## src/rtl/vx_dot8_dispatch_pkg.sv

```systemverilog
`default_nettype none
// ============================================================================
//  Module      : vx_dot8_dispatch_pkg
//  Description : Shared widths and packet-count / PID-width helpers for the
//                dot8 warp dispatcher.
//  Revision    : 1.0 - initial release
// ============================================================================
package vx_dot8_dispatch_pkg;

  localparam int NUM_THREADS   = 4;
  localparam int XLEN          = 32;
  localparam int UUID_WIDTH    = 44;
  localparam int NW_WIDTH      = 2;
  localparam int PC_WIDTH      = 32;
  localparam int NUM_REGS_BITS = 5;
  localparam int OP_TYPE_BITS  = 4;
  localparam int OP_ARGS_BITS  = 8;

  // Number of packets a warp is split into for a given lane count.
  function automatic int calc_num_packets(input int num_lanes);
    return NUM_THREADS / num_lanes;
  endfunction

  // PID field width; never zero so a single-packet build still has a pid bit.
  function automatic int calc_pid_width(input int num_packets);
    return (num_packets > 1) ? $clog2(num_packets) : 1;
  endfunction

endpackage
`default_nettype wire

```

## src/rtl/vx_dot8_dispatch_if.sv

```systemverilog
`default_nettype none
// ============================================================================
//  Module      : vx_dispatch_if / vx_execute_if
//  Description : Full-warp dispatch bus and lane-sliced execute bus.
//  Revision    : 1.0 - initial release
// ============================================================================
interface vx_dispatch_if;
  import vx_dot8_dispatch_pkg::*;

  logic                                 valid;
  logic                                 ready;
  logic [UUID_WIDTH-1:0]                uuid;
  logic [NW_WIDTH-1:0]                  wid;
  logic [NUM_THREADS-1:0]               tmask;
  logic [PC_WIDTH-1:0]                  PC;
  logic                                 wb;
  logic [NUM_REGS_BITS-1:0]             rd;
  logic [NUM_THREADS-1:0][XLEN-1:0]     rs1_data;
  logic [NUM_THREADS-1:0][XLEN-1:0]     rs2_data;

  modport master (output valid, uuid, wid, tmask, PC, wb, rd, rs1_data, rs2_data,
                  input  ready);
  modport slave  (input  valid, uuid, wid, tmask, PC, wb, rd, rs1_data, rs2_data,
                  output ready);
endinterface

interface vx_execute_if #(
  parameter int NUM_LANES = 1,
  parameter int PID_WIDTH = 1
);
  import vx_dot8_dispatch_pkg::*;

  logic                                 valid;
  logic                                 ready;
  logic [UUID_WIDTH-1:0]                uuid;
  logic [NW_WIDTH-1:0]                  wid;
  logic [NUM_LANES-1:0]                 tmask;
  logic [PC_WIDTH-1:0]                  PC;
  logic                                 wb;
  logic [NUM_REGS_BITS-1:0]             rd;
  logic [OP_TYPE_BITS-1:0]              op_type;
  logic [OP_ARGS_BITS-1:0]              op_args;
  logic [NUM_LANES-1:0][XLEN-1:0]       rs1_data;
  logic [NUM_LANES-1:0][XLEN-1:0]       rs2_data;
  logic [NUM_LANES-1:0][XLEN-1:0]       rs3_data;
  logic [PID_WIDTH-1:0]                 pid;
  logic                                 sop;
  logic                                 eop;

  modport master (output valid, uuid, wid, tmask, PC, wb, rd, op_type, op_args,
                         rs1_data, rs2_data, rs3_data, pid, sop, eop,
                  input  ready);
  modport slave  (input  valid, uuid, wid, tmask, PC, wb, rd, op_type, op_args,
                         rs1_data, rs2_data, rs3_data, pid, sop, eop,
                  output ready);
endinterface
`default_nettype wire

```

## src/rtl/vx_dot8_dispatch_pkt_select.sv

```systemverilog
`default_nettype none
// ============================================================================
//  Module      : vx_dot8_dispatch_pkt_select
//  Description : Finds non-empty lane slices of a thread mask: first non-empty
//                packet, next non-empty packet after a given pid, and whether
//                the given pid is the last non-empty one. An all-zero mask
//                reports pid 0 as both first and last.
//  Revision    : 1.0 - initial release
// ============================================================================
module vx_dot8_dispatch_pkt_select
  import vx_dot8_dispatch_pkg::*;
#(
  parameter int NUM_LANES   = 1,
  parameter int NUM_PACKETS = 4,
  parameter int PID_WIDTH   = 2
) (
  input  wire logic [NUM_THREADS-1:0] tmask_i,
  input  wire logic [PID_WIDTH-1:0]   pid_i,
  output logic      [PID_WIDTH-1:0]   next_pid_o,
  output logic      [PID_WIDTH-1:0]   first_pid_o,
  output logic                        last_o
);

  logic [NUM_PACKETS-1:0] w_nonempty;

  for (genvar p = 0; p < NUM_PACKETS; p++) begin : g_nonempty
    assign w_nonempty[p] = |tmask_i[p*NUM_LANES +: NUM_LANES];
  end

  // Priority scan for the lowest non-empty packet overall and above pid_i.
  always_comb begin
    logic found_first;
    logic found_next;
    first_pid_o = '0;
    next_pid_o  = pid_i;
    last_o      = 1'b1;
    found_first = 1'b0;
    found_next  = 1'b0;
    for (int p = 0; p < NUM_PACKETS; p++) begin
      if (w_nonempty[p] && !found_first) begin
        first_pid_o = PID_WIDTH'(p);
        found_first = 1'b1;
      end
      if (w_nonempty[p] && (p > int'(pid_i)) && !found_next) begin
        next_pid_o = PID_WIDTH'(p);
        found_next = 1'b1;
        last_o     = 1'b0;
      end
    end
  end

endmodule
`default_nettype wire

```

## src/rtl/vx_dot8_dispatch.sv

```systemverilog
`default_nettype none
// ============================================================================
//  Module      : vx_dot8_dispatch
//  Description : Captures a full warp and issues it to the dot8 unit as
//                NUM_LANES-wide packets with pid/sop/eop framing. A new warp
//                may be accepted in the eop handshake cycle (no bubble).
//                Optional macro DOT8_SKIP_EMPTY_EN: packets whose tmask slice
//                is all-zero are not issued.
//  Revision    : 1.0 - initial release
// ============================================================================
module vx_dot8_dispatch
  import vx_dot8_dispatch_pkg::*;
#(
  parameter string INSTANCE_ID = "",
  parameter int    NUM_LANES   = 1
) (
  input  wire logic     clk,
  input  wire logic     reset,
  vx_dispatch_if.slave  dispatch_if,
  vx_execute_if.master  execute_if
);

  localparam int NUM_PACKETS = calc_num_packets(NUM_LANES);
  localparam int PID_WIDTH   = calc_pid_width(NUM_PACKETS);

  if (NUM_PACKETS * NUM_LANES != NUM_THREADS) begin : g_lane_check
    $error("%s: NUM_LANES must divide NUM_THREADS", INSTANCE_ID);
  end

  typedef enum logic [0:0] {
    IDLE = 1'b0,
    SEND = 1'b1
  } state_e;

  state_e                            state_q, state_d;
  logic [PID_WIDTH-1:0]              pid_q, pid_d;
  logic                              sop_q, sop_d;

  logic [UUID_WIDTH-1:0]             uuid_q;
  logic [NW_WIDTH-1:0]               wid_q;
  logic [NUM_THREADS-1:0]            tmask_q;
  logic [PC_WIDTH-1:0]               pc_q;
  logic                              wb_q;
  logic [NUM_REGS_BITS-1:0]          rd_q;
  logic [NUM_THREADS-1:0][XLEN-1:0]  rs1_q;
  logic [NUM_THREADS-1:0][XLEN-1:0]  rs2_q;

  logic                              w_valid;
  logic                              w_disp_ready;
  logic                              w_disp_fire;
  logic                              w_exe_fire;
  logic                              w_last;
  logic [PID_WIDTH-1:0]              w_first_pid;
  logic [PID_WIDTH-1:0]              w_next_pid;

`ifdef DOT8_SKIP_EMPTY_EN
  logic [PID_WIDTH-1:0] w_unused_cur_first;
  logic [PID_WIDTH-1:0] w_unused_in_next;
  logic                 w_unused_in_last;

  // Walk the captured mask: next pid to issue and whether the current is last.
  vx_dot8_dispatch_pkt_select #(
    .NUM_LANES   (NUM_LANES),
    .NUM_PACKETS (NUM_PACKETS),
    .PID_WIDTH   (PID_WIDTH)
  ) u_sel_cur (
    .tmask_i     (tmask_q),
    .pid_i       (pid_q),
    .next_pid_o  (w_next_pid),
    .first_pid_o (w_unused_cur_first),
    .last_o      (w_last)
  );

  // First packet of the incoming warp, needed in the capture cycle.
  vx_dot8_dispatch_pkt_select #(
    .NUM_LANES   (NUM_LANES),
    .NUM_PACKETS (NUM_PACKETS),
    .PID_WIDTH   (PID_WIDTH)
  ) u_sel_in (
    .tmask_i     (dispatch_if.tmask),
    .pid_i       ('0),
    .next_pid_o  (w_unused_in_next),
    .first_pid_o (w_first_pid),
    .last_o      (w_unused_in_last)
  );
`else
  localparam logic [PID_WIDTH-1:0] LAST_PID = PID_WIDTH'(NUM_PACKETS - 1);

  assign w_first_pid = '0;
  assign w_next_pid  = pid_q + PID_WIDTH'(1);
  assign w_last      = (pid_q == LAST_PID);
`endif

  assign w_valid      = (state_q == SEND);
  assign w_exe_fire   = w_valid & execute_if.ready;
  // Accept a warp when idle, or while the current warp's eop is handed off.
  assign w_disp_ready = (state_q == IDLE) | (w_exe_fire & w_last);
  assign w_disp_fire  = dispatch_if.valid & w_disp_ready;

  // Next-state: capture, advance on handshake, chain or retire after eop.
  always_comb begin
    state_d = state_q;
    pid_d   = pid_q;
    sop_d   = sop_q;
    case (state_q)
      IDLE: begin
        if (w_disp_fire) begin
          state_d = SEND;
          pid_d   = w_first_pid;
          sop_d   = 1'b1;
        end
      end
      SEND: begin
        if (w_exe_fire) begin
          if (w_last) begin
            if (dispatch_if.valid) begin
              pid_d = w_first_pid;
              sop_d = 1'b1;
            end else begin
              state_d = IDLE;
              pid_d   = '0;
              sop_d   = 1'b0;
            end
          end else begin
            pid_d = w_next_pid;
            sop_d = 1'b0;
          end
        end
      end
      default: begin
        state_d = IDLE;
        pid_d   = '0;
        sop_d   = 1'b0;
      end
    endcase
  end

  // Control state with asynchronous active-low reset.
  always_ff @(posedge clk or negedge reset) begin
    if (!reset) begin
      state_q <= IDLE;
      pid_q   <= '0;
      sop_q   <= 1'b0;
    end else begin
      state_q <= state_d;
      pid_q   <= pid_d;
      sop_q   <= sop_d;
    end
  end

  // Warp payload; contents are irrelevant until a capture, so no reset.
  always_ff @(posedge clk) begin
    if (w_disp_fire) begin
      uuid_q  <= dispatch_if.uuid;
      wid_q   <= dispatch_if.wid;
      tmask_q <= dispatch_if.tmask;
      pc_q    <= dispatch_if.PC;
      wb_q    <= dispatch_if.wb;
      rd_q    <= dispatch_if.rd;
      rs1_q   <= dispatch_if.rs1_data;
      rs2_q   <= dispatch_if.rs2_data;
    end
  end

  // Lane slice for the current pid, selected with constant part-selects.
  always_comb begin
    execute_if.tmask    = '0;
    execute_if.rs1_data = '0;
    execute_if.rs2_data = '0;
    for (int p = 0; p < NUM_PACKETS; p++) begin
      if (pid_q == PID_WIDTH'(p)) begin
        execute_if.tmask    = tmask_q[p*NUM_LANES +: NUM_LANES];
        execute_if.rs1_data = rs1_q[p*NUM_LANES +: NUM_LANES];
        execute_if.rs2_data = rs2_q[p*NUM_LANES +: NUM_LANES];
      end
    end
  end

  assign dispatch_if.ready   = w_disp_ready;
  assign execute_if.valid    = w_valid;
  assign execute_if.uuid     = uuid_q;
  assign execute_if.wid      = wid_q;
  assign execute_if.PC       = pc_q;
  assign execute_if.wb       = wb_q;
  assign execute_if.rd       = rd_q;
  assign execute_if.op_type  = '0;
  assign execute_if.op_args  = '0;
  assign execute_if.rs3_data = '0;
  assign execute_if.pid      = pid_q;
  assign execute_if.sop      = sop_q;
  assign execute_if.eop      = w_valid & w_last;

endmodule
`default_nettype wire

```

## src/flat_wrapper.sv

```systemverilog
// flat-port wrapper written by rule: the top's interface ports become plain ports
module vx_dot8_dispatch_flat import vx_dot8_dispatch_pkg::*;
#(
  parameter string INSTANCE_ID = "",
  parameter int    NUM_LANES   = 1
)
  (clk, reset, dispatch_if_valid, dispatch_if_uuid, dispatch_if_wid, dispatch_if_tmask, dispatch_if_PC, dispatch_if_wb, dispatch_if_rd, dispatch_if_rs1_data, dispatch_if_rs2_data, dispatch_if_ready, execute_if_valid, execute_if_uuid, execute_if_wid, execute_if_tmask, execute_if_PC, execute_if_wb, execute_if_rd, execute_if_op_type, execute_if_op_args, execute_if_rs1_data, execute_if_rs2_data, execute_if_rs3_data, execute_if_pid, execute_if_sop, execute_if_eop, execute_if_ready);
  vx_dispatch_if dispatch_if_i ();
  vx_execute_if #(.NUM_LANES(NUM_LANES), .PID_WIDTH(2)) execute_if_i ();
  input  wire logic clk;
  input  wire logic reset;
  input wire logic [$bits(dispatch_if_i.valid)-1:0] dispatch_if_valid;
  input wire logic [$bits(dispatch_if_i.uuid)-1:0] dispatch_if_uuid;
  input wire logic [$bits(dispatch_if_i.wid)-1:0] dispatch_if_wid;
  input wire logic [$bits(dispatch_if_i.tmask)-1:0] dispatch_if_tmask;
  input wire logic [$bits(dispatch_if_i.PC)-1:0] dispatch_if_PC;
  input wire logic [$bits(dispatch_if_i.wb)-1:0] dispatch_if_wb;
  input wire logic [$bits(dispatch_if_i.rd)-1:0] dispatch_if_rd;
  input wire logic [$bits(dispatch_if_i.rs1_data)-1:0] dispatch_if_rs1_data;
  input wire logic [$bits(dispatch_if_i.rs2_data)-1:0] dispatch_if_rs2_data;
  output wire logic [$bits(dispatch_if_i.ready)-1:0] dispatch_if_ready;
  output wire logic [$bits(execute_if_i.valid)-1:0] execute_if_valid;
  output wire logic [$bits(execute_if_i.uuid)-1:0] execute_if_uuid;
  output wire logic [$bits(execute_if_i.wid)-1:0] execute_if_wid;
  output wire logic [$bits(execute_if_i.tmask)-1:0] execute_if_tmask;
  output wire logic [$bits(execute_if_i.PC)-1:0] execute_if_PC;
  output wire logic [$bits(execute_if_i.wb)-1:0] execute_if_wb;
  output wire logic [$bits(execute_if_i.rd)-1:0] execute_if_rd;
  output wire logic [$bits(execute_if_i.op_type)-1:0] execute_if_op_type;
  output wire logic [$bits(execute_if_i.op_args)-1:0] execute_if_op_args;
  output wire logic [$bits(execute_if_i.rs1_data)-1:0] execute_if_rs1_data;
  output wire logic [$bits(execute_if_i.rs2_data)-1:0] execute_if_rs2_data;
  output wire logic [$bits(execute_if_i.rs3_data)-1:0] execute_if_rs3_data;
  output wire logic [$bits(execute_if_i.pid)-1:0] execute_if_pid;
  output wire logic [$bits(execute_if_i.sop)-1:0] execute_if_sop;
  output wire logic [$bits(execute_if_i.eop)-1:0] execute_if_eop;
  input wire logic [$bits(execute_if_i.ready)-1:0] execute_if_ready;
  assign dispatch_if_i.valid = dispatch_if_valid;
  assign dispatch_if_i.uuid = dispatch_if_uuid;
  assign dispatch_if_i.wid = dispatch_if_wid;
  assign dispatch_if_i.tmask = dispatch_if_tmask;
  assign dispatch_if_i.PC = dispatch_if_PC;
  assign dispatch_if_i.wb = dispatch_if_wb;
  assign dispatch_if_i.rd = dispatch_if_rd;
  assign dispatch_if_i.rs1_data = dispatch_if_rs1_data;
  assign dispatch_if_i.rs2_data = dispatch_if_rs2_data;
  assign dispatch_if_ready = dispatch_if_i.ready;
  assign execute_if_valid = execute_if_i.valid;
  assign execute_if_uuid = execute_if_i.uuid;
  assign execute_if_wid = execute_if_i.wid;
  assign execute_if_tmask = execute_if_i.tmask;
  assign execute_if_PC = execute_if_i.PC;
  assign execute_if_wb = execute_if_i.wb;
  assign execute_if_rd = execute_if_i.rd;
  assign execute_if_op_type = execute_if_i.op_type;
  assign execute_if_op_args = execute_if_i.op_args;
  assign execute_if_rs1_data = execute_if_i.rs1_data;
  assign execute_if_rs2_data = execute_if_i.rs2_data;
  assign execute_if_rs3_data = execute_if_i.rs3_data;
  assign execute_if_pid = execute_if_i.pid;
  assign execute_if_sop = execute_if_i.sop;
  assign execute_if_eop = execute_if_i.eop;
  assign execute_if_i.ready = execute_if_ready;
  vx_dot8_dispatch #(.INSTANCE_ID(INSTANCE_ID), .NUM_LANES(NUM_LANES)) u_core (.clk(clk), .reset(reset), .dispatch_if(dispatch_if_i), .execute_if(execute_if_i));
endmodule
```

## config.mk

```make
export PLATFORM = sky130hd
export DESIGN_NAME = vx_dot8_dispatch_flat
export DESIGN_NICKNAME = d
export VERILOG_FILES = /design/src/rtl/vx_dot8_dispatch_pkg.sv /design/src/rtl/vx_dot8_dispatch_if.sv /design/src/rtl/vx_dot8_dispatch_pkt_select.sv /design/src/rtl/vx_dot8_dispatch.sv /design/src/flat_wrapper.sv
export SDC_FILE = /design/constraint.sdc
export NUM_CORES = 1
export LEC_CHECK = 0
export BUFFER_PORTS_ARGS = -buffer_cell sky130_fd_sc_hd__buf_2
export CORE_AREA = 5 5 207 209
export DETAILED_ROUTE_END_ITERATION = 10
export DIE_AREA = 0 0 212 214
export PLACE_DENSITY_LB_ADDON = 0.08
export SETUP_SLACK_MARGIN = 0.02
export SLEW_MARGIN = 20
export SYNTH_ARGS = -nofsm -noshare
export SYNTH_HDL_FRONTEND = slang
export SYNTH_SLANG_ARGS = --single-unit
export TNS_END_PERCENT = 30
```

## constraint.sdc

```tcl
create_clock -name clk -period 13.4 [get_ports clk]
set_input_delay 0.67 -clock clk [delete_from_list [all_inputs] [get_ports clk]]
set_output_delay 0.67 -clock clk [all_outputs]
set_load 0.01 [all_outputs]
```

==> run summary <==
Yosys top cell by area: edfxtp_1
Cells after Synth: 723
Pin count of the biggest net entering global routing: 186
Skew final: 0.009808 ns
Reg power frac: 40.5%
Reg2reg setup slack: 10.25 ns
Worst path required time: 12.73 ns
Share of cells above drive strength 1: 45.04%
Reg2Reg Launch Point: u_core.execute_if.pid[0]
Bufs on Longest Clock Path: 3
Die Span Y: 214 um
Port buffer count: 502
Slew @ Worst Pin: 1.062 ns
Worst-Skew Late Latency: 0.55 ns
I/O pins: 547
Total number of vias: 8206
Logic pwr share: 30.2%
Netlist Area Pre-Place: 12740 um2
Top post-synthesis cells by area: edfxtp_1 (81%), nand3b_1 (3.8%), a31oi_1 (3.2%)
Commonest cells after routing, fill and taps aside: buf_2 (502), edfxtp_1 (344), nand2_1 (70)
Final Cell Area: 16820 um2
CTS tree: yes
Die ar.: 45370 um2
F_max: 262.8 MHz
Worst relative slew slack: 29.22%
Worst setup path category: reg2out
Fin Setup TNS: 0 ns
P&R area growth vs syn: 32.09%
Crit path capture type: output port
Synth Register Bits: 348
Initial antenna violation count: 18
Post-layout min period: 3.805 ns
Core Area: 40650 um2
Final nets: 1585
Wire per inst: 22.39 um
Unrepaired setup endpoints after global routing: no
Post-CTS setup buffer count: 0
First-pass GRT wire length: 57.83 mm
Mapped Avg Cell Area: 17.62 um2
Drt drc: 0
Commonest non-fill, non-tap cell in the layout: buf_2
Clock-pin slew on the worst setup and hold paths: 0.06 ns
Total Routing Usage GR: 17.06%
Final setup viols: 0
Initial drt markers: 460
Nature of the critical path startpoint: register
Worst EP arrival: 3.13 ns
Internal: 2.304 mW
Number of fill cells: 3867
Final ANT Viol Nets: 0
Gr ovfl total: 0
Worst Path Max Fanout: 40
Area share of the largest cell type after synthesis: 81.10%
Yosys cell types: 23
Dpl cell area: 15600 um2
Post-CTS Hold Buffers: 1
H-tree levels: 2
Outcome: complete, no violations
Vias per cell: 4.564
First-pass detailed-route iteration total: 4
# rows: 74
Maximum vdd drop: 0.1023 mV
CTS resizes: 0
Psw: 1.148 mW
Crit path from: u_core.execute_if.pid[0]
Clk pwr share: 29.3%
Post-DP HPWL: 28.20 mm
Switching part of the total: 33.26%
GP Congestion: 0.7765
Final Hold Violating Endpoints: 0
Warnings from Yosys: 0
Die W: 212 um
Max_cap viols: 0
Clock root buffer: clkbuf_16
Vias in the first global route: 8735
Post-route clock period utilization: 28.39%
HP Start: dispatch_if_uuid[8]
Sequential-to-total area share from yosys stat: 81.89%
Static Leak: 6.418 nW
Clock sinks: 348
Max Slew Vio Count: 0
Initial Util: 31.34%
WL final: 40.27 mm
Num CTS Buffers: 41
HP Class: in2reg
PwrDens: 205.2 nW/um2
-- path summary, 6_finish.rpt --
kind | endpoint | cells past startpoint
max in group asynchronous | u_core.execute_if.pid[0] | 2
max reg2reg | u_core.execute_if.uuid[13] | 5
min in group asynchronous | u_core.execute_if.valid | 2
min | u_core.execute_if.uuid[8] | 1
min reg2reg | u_core.execute_if.sop | 2
max | execute_if_rs1_data[20] | 6
-- cell type report --
type / instances / area (um2) / area share [%]
Sequential cell: 348 / 10430 / 61.99
Clock inverter: 19 / 90.09 / 0.5354
Inverter: 4 / 15.01 / 0.08924
Tap cell: 532 / 665.6 / 3.956
Antenna cell: 5 / 12.51 / 0.07437
Multi-Input combinational cell: 328 / 1914 / 11.38
Timing Repair Buffer: 509 / 2584 / 15.36
Clock buffer: 53 / 1114 / 6.619
-- worst max-delay path, cell delays in order (launching register included) --
cell     delay, ns
dfrtp_1       0.49
inv_1         0.11
ha_1          0.29
nor2_4        0.65
buf_4         0.58
a31oi_1       0.18
buf_2         0.20
-- logic make-up after synthesis --
group	synth area share [%]
fa+ha+maj	0.4912
buf+inv	4.607
other cells	0.02944
mux	0.08840
flops	81.89
compound gates	6.601
simple gates	6.297
-- layer usage --
metal	track usage, %	up-vias	wire length, um
met4	5.154	28	807
met3	7.637	75	4227
met2	29.42	369	20510
li1	-	3797	-
met5	0	-	186
met1	18.95	3937	14540
-- synth_stat cells --
| library cell | instances |
|---|---|
| o31ai_1 | 1 |
| nand2_1 | 70 |
| a31oi_1 | 65 |
| inv_1 | 4 |
| edfxtp_1 | 344 |
| nand3b_1 | 65 |
| nand2b_1 | 2 |
| a21o_1 | 1 |
| buf_4 | 44 |
| or3b_2 | 1 |
| ha_1 | 5 |
| dfrtp_1 | 4 |
| o221ai_1 | 1 |
| mux2_2 | 1 |
| buf_2 | 25 |
| and2_1 | 2 |
| nand3_1 | 2 |
| conb_1 | 1 |
| o22ai_1 | 64 |
| buf_6 | 7 |
| nor2_1 | 2 |
| clkbuf_1 | 10 |
| o21ai_0 | 2 |
-- state kept, by name, summed over array words and instances, names as in the netlist --
register and flops:
u_core.execute_if.valid 1, u_core.execute_if.pid 2, u_core.execute_if.uuid 44, u_core.rs2_q 128
u_core.execute_if.wid 2, u_core.tmask_q 4, u_core.execute_if.sop 1, u_core.execute_if.rd 5
u_core.rs1_q 128, u_core.execute_if.PC 32, u_core.execute_if.wb 1
-- power by group through the flow --
stage / combinational [mW] / sequential, mW / clock (mW)
after floorplan: 0.587 / 1.49 / 0
after global placement: 1.08 / 1.42 / 0
after detailed placement: 1.08 / 1.42 / 0
after CTS: 1.08 / 1.40 / 1.05
after global routing: 1.15 / 1.41 / 1.10
final: 1.04 / 1.40 / 1.01
-- through the flow --
stage               util [%]  cells  power [mW]  setup WS, ns  hold slack (ns)
CTS                    41.35   1793       3.530         9.430           0.2447
floorplan                  -    766       2.072         3.931           0.3744
global route           41.38   1796       3.652         9.319           0.2520
detailed placement     38.37   1720       2.498         10.02           0.4841
global placement       38.37   1720       2.495         10.09           0.4850
finish                 41.39   1798       3.452         9.595           0.2884
No activity file was read; power rests on OpenSTA's default activity.
